===== src/rtl/time_bcd_counter.sv =====
// HH:MM:SS BCD time-of-day counter with 1 Hz prescaler and button-driven set mode.
// Optional 12-hour display with PM flag when TWELVE_HOUR_EN is defined.
module time_bcd_counter #(
   parameter int TICK_DIV = 25_000_000
) (
   input  logic       clk,
   input  logic       rst,
   input  logic       btn_mode,
   input  logic       btn_inc,
   output logic [3:0] h1,
   output logic [3:0] h0,
   output logic [3:0] m1,
   output logic [3:0] m0,
   output logic [3:0] s1,
   output logic [3:0] s0,
   output logic [1:0] set_mode,
   output logic       tick
`ifdef TWELVE_HOUR_EN
   ,
   output logic       pm
`endif
);

   localparam int            CW   = (TICK_DIV > 2) ? $clog2(TICK_DIV) : 1;
   localparam logic [CW-1:0] LAST = CW'(TICK_DIV - 1);

`ifdef TWELVE_HOUR_EN
   localparam logic [7:0] HH_RST = 8'h12;
`else
   localparam logic [7:0] HH_RST = 8'h00;
`endif

   typedef enum logic [1:0] {
      RUN   = 2'b00,
      SET_H = 2'b01,
      SET_M = 2'b10,
      SET_S = 2'b11
   } mode_t;

   mode_t         state;
   logic [CW-1:0] cnt;
   logic          mode_q;
   logic          inc_q;
   logic [7:0]    hh;
   logic [7:0]    mm;
   logic [7:0]    ss;
   logic          wrap;
   logic          mode_rise;
   logic          inc_rise;

   function automatic logic [7:0] inc60(input logic [7:0] v);
      if (v[3:0] == 4'd9)
         return (v[7:4] == 4'd5) ? 8'h00 : {v[7:4] + 4'd1, 4'd0};
      return {v[7:4], v[3:0] + 4'd1};
   endfunction

   function automatic logic [7:0] hour_next(input logic [7:0] v);
`ifdef TWELVE_HOUR_EN
      if (v == 8'h12) return 8'h01;
`else
      if (v == 8'h23) return 8'h00;
`endif
      if (v[3:0] == 4'd9) return {v[7:4] + 4'd1, 4'd0};
      return {v[7:4], v[3:0] + 4'd1};
   endfunction

   assign wrap      = (cnt == LAST);
   assign mode_rise = btn_mode & ~mode_q;
   assign inc_rise  = btn_inc & ~inc_q;

   always_ff @(posedge clk) begin
      if (rst) begin
         state  <= RUN;
         cnt    <= '0;
         tick   <= 1'b0;
         mode_q <= 1'b0;
         inc_q  <= 1'b0;
         hh     <= HH_RST;
         mm     <= 8'h00;
         ss     <= 8'h00;
`ifdef TWELVE_HOUR_EN
         pm     <= 1'b0;
`endif
      end else begin
         mode_q <= btn_mode;
         inc_q  <= btn_inc;
         tick   <= wrap;
         cnt    <= wrap ? '0 : cnt + CW'(1);
         case (state)
            RUN: begin
               // A tick landing on the mode press still advances time before freezing.
               if (wrap) begin
                  if (ss == 8'h59) begin
                     ss <= 8'h00;
                     if (mm == 8'h59) begin
                        mm <= 8'h00;
                        hh <= hour_next(hh);
`ifdef TWELVE_HOUR_EN
                        if (hh == 8'h11) pm <= ~pm;
`endif
                     end else begin
                        mm <= inc60(mm);
                     end
                  end else begin
                     ss <= inc60(ss);
                  end
               end
               if (mode_rise) state <= SET_H;
            end
            SET_H: begin
               if (mode_rise) begin
                  state <= SET_M;
               end else if (inc_rise) begin
                  hh <= hour_next(hh);
`ifdef TWELVE_HOUR_EN
                  if (hh == 8'h11) pm <= ~pm;
`endif
               end
            end
            SET_M: begin
               if (mode_rise)     state <= SET_S;
               else if (inc_rise) mm    <= inc60(mm);
            end
            SET_S: begin
               // Restart the second so the first run increment is a full period away.
               if (mode_rise) begin
                  state <= RUN;
                  cnt   <= '0;
               end else if (inc_rise) begin
                  ss <= inc60(ss);
               end
            end
         endcase
      end
   end

   assign set_mode = state;
   assign h1 = hh[7:4];
   assign h0 = hh[3:0];
   assign m1 = mm[7:4];
   assign m0 = mm[3:0];
   assign s1 = ss[7:4];
   assign s0 = ss[3:0];

endmodule


===== config.mk =====
export PLATFORM = sky130hd
export DESIGN_NAME = time_bcd_counter
export DESIGN_NICKNAME = d
export VERILOG_FILES = /design/src/rtl/time_bcd_counter.sv
export SDC_FILE = /design/constraint.sdc
export NUM_CORES = 1
export LEC_CHECK = 0
export CORE_MARGIN = 5
export CORE_UTILIZATION = 40
export CTS_BUF_LIST = sky130_fd_sc_hd__clkbuf_4
export DETAILED_ROUTE_END_ITERATION = 8
export GPL_TIMING_DRIVEN = 0
export SLEW_MARGIN = 30
export SYNTH_ARGS = -nofsm -noshare
export SYNTH_HDL_FRONTEND = slang
export SYNTH_SLANG_ARGS = --single-unit
export TNS_END_PERCENT = 5

===== constraint.sdc =====
create_clock -name clk -period 2.45 [get_ports clk]
set_input_delay 0.3675 -clock clk [delete_from_list [all_inputs] [get_ports clk]]
set_output_delay 0.3675 -clock clk [all_outputs]
set_load 0.02 [all_outputs]

==> metrics.txt <==
area grow syn2layout 18.7%; Clock Sinks 54; synthesized instance count 331; antenna viol nets, final 0; WP data arrival 2.67 ns; WL/cell 13.6 um; critical path capture point type flip-flop; Top delay family on crit path simple AND/OR/NAND/NOR gates; layout cells sized above 1 7.05%; Clock Skew 0.0123 ns; H-tree Lvls 2; total track usage 15.0%; most common cell after layout, fill and taps aside dfxtp_1; CP startpoint kind flip-flop; Tmin final 2.36 ns; MaxCap Viol Count 0; clock tree buffer depth 2; total grt overflow 0; outcome finished clean; Vias/cell 5.37; YS warnings 0; dpl ws -0.0594 ns; Starting Density 41.4%; Largest stage delay, worst path 0.58 ns; most frequent cells in the layout dfxtp_1, nor2_1, clkdlybuf4s50_1, inv_1, nand3_1; Detailed Route WL 6340 um; initial antenna violation count 0; worst skew pair latency 0.38 ns; mapped cell area 2830 um^2; worst path required time 2.76 ns; detailed router's first-iteration violation count 80; register bit count reported by yosys 54; CP Max Fanout 7; Final #Nets 390; Cell Pwr Density 627 nW/um^2; drt drc 0; HP Class reg2reg; largest net degree at the start of global routing 17; LEAKAGE 1.12 nW; Tightest Pin Transition 0.591 ns; number of fill cells 693; hold_buf cts 0; die area 8860 um^2; vias in the first global route 2,337; CTS tree done; area of the multi-input gates 1670 um^2; clock tree root driver cell clkbuf_4; GP Congestion 0.868; unrepaired setup endpoints after global routing true; port bufs 30; sequential share of the synthesized area 38.2%; Pre-antenna DRT Iters 4; Non-Filler Instances 465; ys async rst share 0%; Max Fclk 0.424 GHz; Rel. slew slack 60.3%; CTS buffer count 5; post-synthesis cell type count 47; CP max stage cell or4_4; final hold violation count 0; worst setup margin 0.0905 ns; placed instance count 457; Rows 30; Die Wd 94.1 um; register area 1080 um^2; EDFF count, synth 0; Final setup violation count 0; clk slew on worst S/H paths 0.16 ns; Layout Utilization 49.2%; Avg Cell Area, Syn 8.55 um^2; Final Cycle Share 96.3%; Worst IR Drop VDD 0.266 mV; CP Cell Sequence ha_2 -> nand3_1 -> or4_4 -> o32a_4 -> or4_1 -> a21oi_1; area of the core 6830 um^2; first-pass GRT wire length 10,800 um; type of the worst setup path reg2reg; antenna cells 0; DIE HEIGHT 94.1 um; Critical path buffers and inverters 0; Vias 2,496; dominant synthesized flop cell dfxtp_1; Synth Net Count 353; DP HPWL 4580 um; final-report max-slew violation count 0; num ports 31
## metrics by stage
step	TNS (ns)	total power [W]	area (um^2)	hold slack [ns]
after detailed placement	-0.184	0.00167	3250	0.458
final	0	0.00211	3360	0.514
after global placement	-0.166	0.00166	3250	0.448
after CTS	0	0.00207	3300	0.496
after global routing	-0.0181	0.00224	3360	0.540
after floorplan	0	0.00144	2830	0.426
## path summary, 6_finish.rpt
kind | from | end | slack (ns) | cells after the start
max | cnt[1]$_SDFF_PP0_ | mm[5]$_SDFFE_PP0P_ | 0.09 | 6
min | mm[3]$_SDFFE_PP0P_ | mm[3]$_SDFFE_PP0P_ | 0.51 | 1
min reg2reg | mm[3]$_SDFFE_PP0P_ | mm[3]$_SDFFE_PP0P_ | 0.51 | 1
max reg2reg | cnt[1]$_SDFF_PP0_ | mm[5]$_SDFFE_PP0P_ | 0.09 | 6
## routing by layer
layer,part of all wire (%),track usage (%),wire length (um),vias to the layer above
met2,49,25.5,3080,43
met1,46,19.1,2930,1161
met3,3.8,2.48,239,10
li1,-,-,-,1282
met4,1.5,4.81,94,0
met5,0,0,0,-
## kinds of logic after synthesis
family	synth area share (%)
flip-flops	38.2
buffers and inverters	4.11
XOR/XNOR	7.12
multiplexers	0.752
AO/OA/AOI/OAI	15.9
adder cells (fa/ha/maj)	7.96
AND/OR/NAND/NOR	26.0
## sequential cells by signal, indices dropped and copies added (netlist names)
signal and flops:
tick 1, ss 8, cnt 25, hh 8, set_mode 2, mm 8, inc_q 1, mode_q 1
## synthesized netlist by cell type, drive strengths merged, types with 2 or more instances
cell type | instances | area (um^2)
and2 | 2 | 12.5
or2 | 2 | 12.5
inv | 19 | 71.3
nor2 | 39 | 146
nand4b | 3 | 26.3
o31ai | 4 | 30.0
a211o | 2 | 17.5
nor2b | 7 | 43.8
a21oi | 13 | 65.1
a311oi | 2 | 17.5
or3 | 2 | 12.5
xnor2 | 17 | 149
ha | 18 | 225
clkbuf | 11 | 41.3
o21a | 3 | 22.5
nand2 | 15 | 56.3
and3 | 6 | 37.5
nand3 | 18 | 90.1
nand4 | 9 | 56.3
or4 | 6 | 48.8
o41ai | 6 | 52.6
a31oi | 2 | 12.5
nor3 | 13 | 65.1
and4 | 2 | 17.5
o311ai | 3 | 26.3
and3b | 3 | 26.3
a41o | 2 | 20.0
o21ai | 19 | 95.1
nor4 | 8 | 50.1
o211ai | 2 | 15.0
xor2 | 6 | 52.6
dfxtp | 54 | 1080
## timing repair
action | in CTS | in global routing
buffers inserted | 0 | 2
setup endpoints to repair | 28 | 12
resized for setup | 3 | 11
## power by group
part	leakage [nW]	switching, W	internal (W)
Sequential	0.438	0.0000520	0.000922
Clock	0.0286	0.000289	0.000108
Combinational	0.659	0.000470	0.000267
Total	1.12	0.000812	0.00130
## worst reg2reg max path, delay by kind of cell (launching register included)
| kind | cells | cell delay, ns |
|---|---|---|
| AO/OA/AOI/OAI | 2 | 0.57 |
| AND/OR/NAND/NOR | 3 | 1.15 |
| adder cells (fa/ha/maj) | 1 | 0.19 |
| flip-flops | 1 | 0.37 |
## final cells by class
class,instances,share of cell area [%]
clock buffer,5,1.12
sequential,54,32.3
timing repair buffer,32,9.38
multi-input combinational,246,49.8
buffer,10,1.27
tap,96,3.57
inverter,19,2.12
clock inverter,3,0.484
(Power assumes the default switching activity.)
